--- src/rtl/gpio_access_sched20_if.sv ---
// Interface for the GPIO bank scheduler. It carries the requester-side
// request/grant bundle and the pin-bank connections.
// master: the requesters and the pin bank (the environment).
// slave : the scheduler.
interface gpio_access_sched20_if #(
    parameter int NUM_REQ    = 4,
    parameter int DATA_WIDTH = 16
);
    localparam int ID_W = $clog2(NUM_REQ);

    logic [NUM_REQ-1:0]            req;
    logic [NUM_REQ*DATA_WIDTH-1:0] req_pin_out;
    logic [NUM_REQ*DATA_WIDTH-1:0] req_n_oe;
    logic [NUM_REQ-1:0]            gnt;
    logic [ID_W-1:0]               owner_id;
    logic                          busy;
    logic                          timeout_pulse;
    logic [DATA_WIDTH-1:0]         gpio_pin_out20;
    logic [DATA_WIDTH-1:0]         n_gpio_pin_oe20;
    logic [DATA_WIDTH-1:0]         gpio_pin_in20;
    logic [DATA_WIDTH-1:0]         pin_in_sync;

    modport master (
        output req, req_pin_out, req_n_oe, gpio_pin_in20,
        input  gnt, owner_id, busy, timeout_pulse,
               gpio_pin_out20, n_gpio_pin_oe20, pin_in_sync
    );

    modport slave (
        input  req, req_pin_out, req_n_oe, gpio_pin_in20,
        output gnt, owner_id, busy, timeout_pulse,
               gpio_pin_out20, n_gpio_pin_oe20, pin_in_sync
    );
endinterface

--- src/rtl/gpio_access_sched20.sv ---
// Round-robin owner scheduler for one shared GPIO pin bank.
// Exactly one requester drives the pins at a time. A contended owner is
// released after MAX_HOLD grant cycles. Between owners the pins stay
// tri-stated for TA_CYCLES cycles. The pin inputs are synchronised by two flops.
//
// state        | meaning
// -------------+-------------------------------------------------------------
// S_IDLE       | no owner, pins tri-stated, arbitrate from rr_ptr
// S_GRANT      | one owner, pins follow its slices one cycle late
// S_TURNAROUND | no owner, pins tri-stated for TA_CYCLES cycles, requests ignored
module gpio_access_sched20 #(
    parameter int NUM_REQ    = 4,
    parameter int DATA_WIDTH = 16,
    parameter int MAX_HOLD   = 64,
    parameter int TA_CYCLES  = 1
) (
    input  logic                  pclk20,
    input  logic                  p_reset20,
    gpio_access_sched20_if.slave  bus
);
    localparam int ID_W   = $clog2(NUM_REQ);
    localparam int HOLD_W = $clog2(MAX_HOLD);
    localparam int TA_W   = (TA_CYCLES > 1) ? $clog2(TA_CYCLES) : 1;

    localparam logic [HOLD_W-1:0] HOLD_LAST = HOLD_W'(MAX_HOLD - 1);
    localparam logic [TA_W-1:0]   TA_LAST   = TA_W'(TA_CYCLES - 1);

    typedef enum logic [1:0] {
        S_IDLE       = 2'd0,
        S_GRANT      = 2'd1,
        S_TURNAROUND = 2'd2
    } state_t;

    state_t                state_q;
    logic [NUM_REQ-1:0]    gnt_q;
    logic [ID_W-1:0]       owner_q;
    logic                  busy_q;
    logic                  timeout_q;
    logic [DATA_WIDTH-1:0] pin_out_q;
    logic [DATA_WIDTH-1:0] n_oe_q;
    logic [ID_W-1:0]       rr_ptr_q;
    logic [HOLD_W-1:0]     hold_cnt_q;
    logic [TA_W-1:0]       ta_cnt_q;
    logic [DATA_WIDTH-1:0] sync1_q;
    logic [DATA_WIDTH-1:0] sync2_q;

    logic [ID_W-1:0]       win_d;
    logic [ID_W-1:0]       rr_next_d;
    logic [DATA_WIDTH-1:0] owner_out_d;
    logic [DATA_WIDTH-1:0] owner_n_oe_d;
    logic                  owner_req_d;
    logic                  others_req_d;

    // Winner: the first set request found when scanning upward from rr_ptr, with wrap-around.
    always_comb begin
        logic            found;
        logic [ID_W-1:0] cand;
        win_d = '0;
        found = 1'b0;
        for (int i = 0; i < NUM_REQ; i++) begin
            cand = ID_W'((int'(rr_ptr_q) + i) % NUM_REQ);
            if (!found && bus.req[cand]) begin
                win_d = cand;
                found = 1'b1;
            end
        end
    end

    // Select the owner's pin slices and gather the request status used for release decisions.
    always_comb begin
        owner_out_d  = '0;
        owner_n_oe_d = '1;
        for (int i = 0; i < NUM_REQ; i++) begin
            if (ID_W'(i) == owner_q) begin
                owner_out_d  = bus.req_pin_out[i*DATA_WIDTH +: DATA_WIDTH];
                owner_n_oe_d = bus.req_n_oe[i*DATA_WIDTH +: DATA_WIDTH];
            end
        end
        owner_req_d  = bus.req[owner_q];
        others_req_d = |(bus.req & ~gnt_q);
        rr_next_d    = ID_W'((int'(owner_q) + 1) % NUM_REQ);
    end

    // Scheduler FSM with all outputs registered.
    always_ff @(posedge pclk20) begin
        if (p_reset20) begin
            state_q    <= S_IDLE;
            gnt_q      <= '0;
            owner_q    <= '0;
            busy_q     <= 1'b0;
            timeout_q  <= 1'b0;
            pin_out_q  <= '0;
            n_oe_q     <= '1;
            rr_ptr_q   <= '0;
            hold_cnt_q <= '0;
            ta_cnt_q   <= '0;
        end else begin
            timeout_q <= 1'b0;
            case (state_q)
                S_IDLE: begin
                    pin_out_q <= '0;
                    n_oe_q    <= '1;
                    if (|bus.req) begin
                        state_q    <= S_GRANT;
                        gnt_q      <= NUM_REQ'(1) << win_d;
                        owner_q    <= win_d;
                        busy_q     <= 1'b1;
                        hold_cnt_q <= '0;
                    end
                end
                S_GRANT: begin
                    // An owner that drops its request takes priority over a timeout in the same cycle.
                    if (!owner_req_d ||
                        (hold_cnt_q == HOLD_LAST && others_req_d)) begin
                        state_q   <= S_TURNAROUND;
                        gnt_q     <= '0;
                        busy_q    <= 1'b0;
                        rr_ptr_q  <= rr_next_d;
                        ta_cnt_q  <= TA_LAST;
                        pin_out_q <= '0;
                        n_oe_q    <= '1;
                        timeout_q <= owner_req_d;
                    end else begin
                        pin_out_q <= owner_out_d;
                        n_oe_q    <= owner_n_oe_d;
                        if (hold_cnt_q != HOLD_LAST) begin
                            hold_cnt_q <= hold_cnt_q + 1'b1;
                        end
                    end
                end
                S_TURNAROUND: begin
                    pin_out_q <= '0;
                    n_oe_q    <= '1;
                    if (ta_cnt_q == '0) begin
                        state_q <= S_IDLE;
                    end else begin
                        ta_cnt_q <= ta_cnt_q - 1'b1;
                    end
                end
                default: begin
                    state_q   <= S_IDLE;
                    gnt_q     <= '0;
                    busy_q    <= 1'b0;
                    pin_out_q <= '0;
                    n_oe_q    <= '1;
                end
            endcase
        end
    end

    // Two-flop synchroniser for the asynchronous pin inputs. It runs in every state.
    always_ff @(posedge pclk20) begin
        if (p_reset20) begin
            sync1_q <= '0;
            sync2_q <= '0;
        end else begin
            sync1_q <= bus.gpio_pin_in20;
            sync2_q <= sync1_q;
        end
    end

    assign bus.gnt             = gnt_q;
    assign bus.owner_id        = owner_q;
    assign bus.busy            = busy_q;
    assign bus.timeout_pulse   = timeout_q;
    assign bus.gpio_pin_out20  = pin_out_q;
    assign bus.n_gpio_pin_oe20 = n_oe_q;
    assign bus.pin_in_sync     = sync2_q;
endmodule

--- src/flat_wrapper.sv ---
// flat-port wrapper written by rule: the top's interface ports become plain ports
module gpio_access_sched20_flat 
#(
    parameter int NUM_REQ    = 4,
    parameter int DATA_WIDTH = 16,
    parameter int MAX_HOLD   = 64,
    parameter int TA_CYCLES  = 1
)
  (pclk20, p_reset20, bus_req, bus_req_pin_out, bus_req_n_oe, bus_gpio_pin_in20, bus_gnt, bus_owner_id, bus_busy, bus_timeout_pulse, bus_gpio_pin_out20, bus_n_gpio_pin_oe20, bus_pin_in_sync);
  gpio_access_sched20_if #(.NUM_REQ(NUM_REQ), .DATA_WIDTH(DATA_WIDTH)) bus_i ();
  input  logic pclk20;
  input  logic p_reset20;
  input wire logic [$bits(bus_i.req)-1:0] bus_req;
  input wire logic [$bits(bus_i.req_pin_out)-1:0] bus_req_pin_out;
  input wire logic [$bits(bus_i.req_n_oe)-1:0] bus_req_n_oe;
  input wire logic [$bits(bus_i.gpio_pin_in20)-1:0] bus_gpio_pin_in20;
  output wire logic [$bits(bus_i.gnt)-1:0] bus_gnt;
  output wire logic [$bits(bus_i.owner_id)-1:0] bus_owner_id;
  output wire logic [$bits(bus_i.busy)-1:0] bus_busy;
  output wire logic [$bits(bus_i.timeout_pulse)-1:0] bus_timeout_pulse;
  output wire logic [$bits(bus_i.gpio_pin_out20)-1:0] bus_gpio_pin_out20;
  output wire logic [$bits(bus_i.n_gpio_pin_oe20)-1:0] bus_n_gpio_pin_oe20;
  output wire logic [$bits(bus_i.pin_in_sync)-1:0] bus_pin_in_sync;
  assign bus_i.req = bus_req;
  assign bus_i.req_pin_out = bus_req_pin_out;
  assign bus_i.req_n_oe = bus_req_n_oe;
  assign bus_i.gpio_pin_in20 = bus_gpio_pin_in20;
  assign bus_gnt = bus_i.gnt;
  assign bus_owner_id = bus_i.owner_id;
  assign bus_busy = bus_i.busy;
  assign bus_timeout_pulse = bus_i.timeout_pulse;
  assign bus_gpio_pin_out20 = bus_i.gpio_pin_out20;
  assign bus_n_gpio_pin_oe20 = bus_i.n_gpio_pin_oe20;
  assign bus_pin_in_sync = bus_i.pin_in_sync;
  gpio_access_sched20 #(.NUM_REQ(NUM_REQ), .DATA_WIDTH(DATA_WIDTH), .MAX_HOLD(MAX_HOLD), .TA_CYCLES(TA_CYCLES)) u_core (.pclk20(pclk20), .p_reset20(p_reset20), .bus(bus_i));
endmodule
--- config.mk ---
export PLATFORM = sky130hd
export DESIGN_NAME = gpio_access_sched20_flat
export DESIGN_NICKNAME = d
export VERILOG_FILES = /design/src/rtl/gpio_access_sched20_if.sv /design/src/rtl/gpio_access_sched20.sv /design/src/flat_wrapper.sv
export SDC_FILE = /design/constraint.sdc
export NUM_CORES = 1
export LEC_CHECK = 0
export CORE_ASPECT_RATIO = 1.2
export CORE_UTILIZATION = 42
export CTS_CLUSTER_DIAMETER = 80
export DETAILED_ROUTE_END_ITERATION = 6
export HOLD_SLACK_MARGIN = 0.1
export PLACE_DENSITY_LB_ADDON = 0.3
export SYNTH_ARGS = -nofsm -noshare
export SYNTH_HDL_FRONTEND = slang
export SYNTH_SLANG_ARGS = --single-unit
--- constraint.sdc ---
create_clock -name pclk20 -period 3.38 [get_ports pclk20]
set_input_delay 0.338 -clock pclk20 [delete_from_list [all_inputs] [get_ports pclk20]]
set_output_delay 0.338 -clock pclk20 [all_outputs]
set_load 0.005 [all_outputs]
== Word-level counts from Yosys, hierarchy flattened ==
Index checks and enable logic that the tools add are counted.
Word-level totals
  flip-flop bits (word level): 83
  bits of input ports: 150
  output and inout port bits: 56
  logic and storage cells: 105
Cells by class
  add/subtract/negate cells: 6
  magnitude comparators: 5
  eq/ne operators: 12
  shift-type cells: 1
  muxes and demuxes: 41
  bitwise gates (word level): 5
  reduce and logical (&&, ||, !) cells: 23
Operator list (count)
  $mux W16: 8
  $mux W6: 3
  $lt A2 B3 Y1 const B: 5
  $mux W2: 7
  $pmux W4 S3: 1
  $pmux W6 S2: 1
  $mux W1: 11
  $bmux W1 S2: 5
  $mux W4: 2
  $reduce_or A4 Y1: 2
  $add A6 B1 Y6 const B: 1
  $eq A6 B6 Y1 const B: 1
  $ne A2 B1 Y1 const B: 3
  $ne A6 B6 Y1 const B: 1
  $pmux W2 S3: 1
  $reduce_and A2 Y1: 3
  $reduce_and A3 Y1: 2
  $reduce_or A3 Y1: 2
  $add A2 B1 Y2 const B: 2
  $add A2 B2 Y2 const B: 2
  $and A4 B4 Y4: 1
  $eq A2 B2 Y1 const A: 2
  $logic_and A1 B1 Y1: 4
  $logic_not A1 Y1: 4
  other kinds (14): 19

== Logic depth before layout (Yosys ltp) ==
  word-level depth: 15
  depth in mapped cells: 9
  gate-level depth less buffers: 7

== Worst setup path before layout ==
No wires, ideal clock.
  kind: register to register
  from: register u_core.owner_q[0], in the netlist u_core.bus.owner_id[0]
  to: register u_core.pin_out_q[10], in the netlist u_core.bus.gpio_pin_out20[10]
  library setup time: 117 ps
  arrival: 1572 ps
  data required time: 3263 ps
  setup slack: 1691 ps
  cell stages (with the launch flop): 6
  path buffers: 2
  period minus slack after synthesis: 1689 ps
  cell sequence: dfxtp_1 -> ha_1 -> clkbuf_1 -> clkbuf_1 -> mux2i_1 -> nor2_1
On the way
  cells in the longest elaborated chain, start to end: 5
  elaborated cells on any way between the ends: 13
  classes of those cells: eq/ne: 3; mux: 6; reduce/logical: 4
RTL lines
  start, declared: line gpio_access_sched20.sv:36  | logic [ID_W-1:0] owner_q;
  start signal, assigned: line gpio_access_sched20.sv:106  | owner_q <= win_d;
  $bmux W1 S2 or $logic_not A2 Y1 (tied branches): line gpio_access_sched20.sv:79, gpio_access_sched20.sv:74
  $mux W1 (implied by the code) or $mux W16 (tied branches): line gpio_access_sched20.sv:79, gpio_access_sched20.sv:74
  $logic_not A1 Y1 or $mux W16 (tied branches): line gpio_access_sched20.sv:113, gpio_access_sched20.sv:74
  $logic_or A1 B1 Y1 or $mux W16 (tied branches): line gpio_access_sched20.sv:113, gpio_access_sched20.sv:74
  $reduce_or A3 Y1 (no line) or $mux W16 (tied branches)
  end signal, assigned: line gpio_access_sched20.sv:124  | pin_out_q <= owner_out_d;
  end, declared: line gpio_access_sched20.sv:39  | logic [DATA_WIDTH-1:0] pin_out_q;
Parallel ways exist; a longest one is shown, timed or not. The select of a mux whose other input is x is not followed.
A chain may end at the register's enable or synchronous reset.

== Worst setup path after layout ==
  from: register u_core.owner_q[0], in the netlist u_core.bus.owner_id[0]
  to: register u_core.n_oe_q[8], in the netlist u_core.bus.n_gpio_pin_oe20[8]
On the way
  cells in the longest elaborated chain, start to end: 5
  elaborated cells on any way between the ends: 13
  classes of those cells: eq/ne: 3; mux: 6; reduce/logical: 4
RTL lines
  $bmux W1 S2 or $logic_not A2 Y1 (tied branches): line gpio_access_sched20.sv:79, gpio_access_sched20.sv:74
  $mux W1 (implied by the code) or $mux W16 (tied branches): line gpio_access_sched20.sv:79, gpio_access_sched20.sv:74
  $logic_not A1 Y1 or $mux W16 (tied branches): line gpio_access_sched20.sv:113, gpio_access_sched20.sv:74
  $logic_or A1 B1 Y1 or $mux W16 (tied branches): line gpio_access_sched20.sv:113, gpio_access_sched20.sv:74
  $reduce_or A3 Y1 (no line) or $mux W16 (tied branches)
  end signal, assigned: line gpio_access_sched20.sv:125  | n_oe_q <= owner_n_oe_d;
  end, declared: line gpio_access_sched20.sv:40  | logic [DATA_WIDTH-1:0] n_oe_q;
Parallel ways exist; a longest one is shown, timed or not. The select of a mux whose other input is x is not followed.

==> results.yml <==
outcome:
  status: "completed"
finish:
  layout_commonest_cell: "clkdlybuf4s50_1"
  layout.cells.non_filler: 740
  final.fill_count: 675
  syn_to_final_growth_pct: 62.83
  final-seq-area_mm2: 0.001642
  most-common-layout-cells: "clkdlybuf4s50_1, dfxtp_1, nor2b_1, o21ai_0, nor2_1"
  final_net_count: 772
  layout-drive-gt1-share_pct: 4.502
  multi_input_area_mm2: 0.001852
cts:
  clock_latency_ns: 0.36
  htreeDepth: 3
  cts-root-buf: "clkbuf_8"
  clk_pin_slew_worst_paths_ns: 0.10
  cts_made_buffers: 9
  cts_resized: 0
  cts_max_path_buffers: 2
  cts_tree: "done"
  cts_setup_buffers: 0
  ctsHoldBuffers: 0
  cts_sinks: 82
worst_setup_path:
  reg2reg_slack_ns: 1.00
  critPathKind: "reg2reg"
  worstReg2RegEnd: "u_core.bus.n_gpio_pin_oe20[8]"
  slowest_delay_ns: 0.74
  cpMaxStageDelayCell: "ha_2"
  r2r_start: "u_core.bus.owner_id[0]"
  path_cells: "ha_2, buf_4, nor2_1, a221oi_1, a211oi_1, o21ai_0"
  cp.required_ns: 3.66
  end_kind: "register"
  crit_fanout: 44
  path_buf_inv: 1
  crit_family: "adder cells"
  critPathArrivalTime_ns: 2.66
  cp-start-kind: "register"
  reg2regPathDepth: 6
synthesis:
  synthMuxAreaShare_pct: 5.771
  synthAdderAreaFrac_pct: 1.697
  synth-simple-area-share_pct: 23.93
  syn_area_mm2: 0.003686
  syn_inst: 428
  ys.flop_type: "dfxtp_1"
  avgSynthCellArea_um2: 8.612
  yosys-top-cells-area: "dfxtp_1, nor2b_1, o21ai_0"
  synth_top_family_by_area: "simple AND/OR/NAND/NOR gates"
  synth_top_cell_by_area: "dfxtp_1"
  synthDistinctLibCells: 37
  synth_seq_cells: 82
  synth_compound_area_share_pct: 18.64
  synthArstFlopShare_pct: 0
  yosys_warnings: 0
  yosysTopAreaCellShare_pct: 44.53
  syn_nets: 583
  synthXorXnorAreaFrac_pct: 0
  synth_edf_count: 0
  yosysSeqAreaShare_pct: 44.53
routing:
  ant_nets: 0
  drc_errors: 0
  firstDrtPassIters: 4
  viasPerCell: 5.103
  first_iter_violations: 133
  num_vias: 3776
  postRouteWirelength_mm: 11.58
  wl_per_cell_um: 15.64
worst_hold_path:
  whs_endpoint: "u_core.bus.pin_in_sync[1]"
  hold_path_depth: 1
  hold_start: "u_core.sync1_q[1]"
  hp-class: "reg2reg"
timing:
  grt_setup_unrepaired: "false"
  timing.fmax_ghz: 0.4206
  fin_crit_sh_pct: 70.34
  finalSetupViolCount: 0
  tightest_slew_ns: 1.080
  whs_ns: 0.4436
  hold_viol: 0
  tns_ns: 0
  layout_min_cycle_time_ns: 2.377
  slew_viol_final: 0
  finClkSkew_ns: 0.01559
  relSlewSlack_pct: 27.99
die:
  die_area_mm2: 0.009157
  fp-row-count: 37
  dieHeight_um: 104.6
  num_io_pins: 206
  coreArea_mm2: 0.008564
  initial_core_util_pct: 43.04
  die-width_um: 87.52
global_routing:
  grt.total_usage_pct: 24.88
  grt_pass1_vias: 3545
  grt_pass1_wl_mm: 17.39
  grt_antenna_before_repair: 1
  grt_remaining_overflow: 0
  grt_max_degree: 65
pwr:
  internal_power_uw: 1684
  p_comb_share_pct: 26.9
  power_frac_clock_pct: 29.3
  p_leak_uw: 0.002233
  p_per_area_mw_per_mm2: 399.0
  peakVddDrop_mv: 0.3408
  power_frac_seq_pct: 43.8
  power_switching_share_pct: 29.68
  p_switching_uw: 710.8
place:
  portBuffers: 205
  dp.cells: 723
  dpl.hpwl_mm: 8.770
  routabilityCongestion: 0.9316
flow_run:
  max-cap-violations: 0
## flip-flops by register name, indices dropped and copies added, names as in the netlist
name / cells
u_core.bus.gnt: 4
u_core.bus.owner_id: 2
u_core.bus.timeout_pulse: 1
u_core.hold_cnt_q: 6
u_core.bus.gpio_pin_out20: 16
u_core.sync1_q: 16
u_core.bus.pin_in_sync: 16
u_core.state_q: 2
u_core.bus.n_gpio_pin_oe20: 16
u_core.rr_ptr_q: 2
u_core.bus.busy: 1
## cell usage after synthesis, types with 2 or more instances
cell type   n
dfxtp_1    82
nor2b_1    49
o21ai_0    39
nor2_1     35
nand2_1    30
a21oi_1    26
clkbuf_1   24
inv_1      22
mux2i_1    19
a211oi_1   16
and3b_1    16
a221oi_1   15
ha_1        5
nand3_1     5
o22ai_1     5
or3_1       5
buf_2       4
nand2b_1    3
nand4_1     3
nor3_1      3
and3_1      2
buf_1       2
nor3_2      2
nor3b_1     2
or2b_1      2
## cells by family (layout without fill, tap and decap cells)
family,Yosys count,count (layout)
multiplexers,20,20
AND/OR/NAND/NOR,160,160
AO/OA/AOI/OAI,109,109
other,0,1
buffers and inverters,52,246
adder cells (fa/ha/maj),5,5
flip-flops,82,82
## power by group through the flow
stage | combinational [uW] | clock, uW | sequential, uW
floorplan | 317 | 0 | 1070
global placement | 629 | 0 | 1070
detailed placement | 642 | 0 | 1070
CTS | 646 | 720 | 1050
global route | 706 | 767 | 1050
finish | 645 | 701 | 1050
## stage by stage
| stage | setup WS (ns) | cell area [um^2] | utilization [%] | total power [uW] |
|---|---|---|---|---|
| global route | 0.8158 | 6002 | 70.08 | 2527 |
| detailed placement | 0.8360 | 5797 | 67.68 | 1713 |
| finish | 1.003 | 6002 | 70.08 | 2395 |
| CTS | 0.9960 | 6000 | 70.05 | 2416 |
| floorplan | 1.691 | 3686 | - | 1386 |
| global placement | 0.9966 | 5797 | 67.68 | 1698 |
## how the worst max path moves through the flow
stage	start	endpoint	cells past startpoint	slack [ns]
after floorplan	u_core.bus.owner_id[0]	u_core.bus.gpio_pin_out20[10]	5	1.69
after global placement	bus_req[1]	u_core.bus.n_gpio_pin_oe20[13]	6	1.0
after detailed placement	bus_req[1]	u_core.bus.n_gpio_pin_oe20[8]	6	0.84
after CTS	u_core.bus.owner_id[0]	u_core.bus.n_gpio_pin_oe20[8]	6	1.0
after global routing	u_core.bus.owner_id[0]	u_core.bus.n_gpio_pin_oe20[4]	6	0.82
final	u_core.bus.owner_id[0]	u_core.bus.n_gpio_pin_oe20[8]	6	1.00
## cell type report
class / count / share of cell area, %
clock buffer: 9 / 2.064
timing repair buffer: 208 / 34.56
tap: 117 / 2.439
sequential: 82 / 27.35
clock inverter: 7 / 1.313
multi-input combinational: 294 / 30.85
inverter: 22 / 1.376
antenna: 1 / 0.04169
## layer usage
layer	GRT usage (%)	vias up	wire length [um]
li1	-	1867	-
met1	27.08	1710	4540
met2	42.52	175	5550
met3	8.610	24	1171
met4	11.59	0	313
met5	0	-	0
Power figures use the tool's default switching activity.
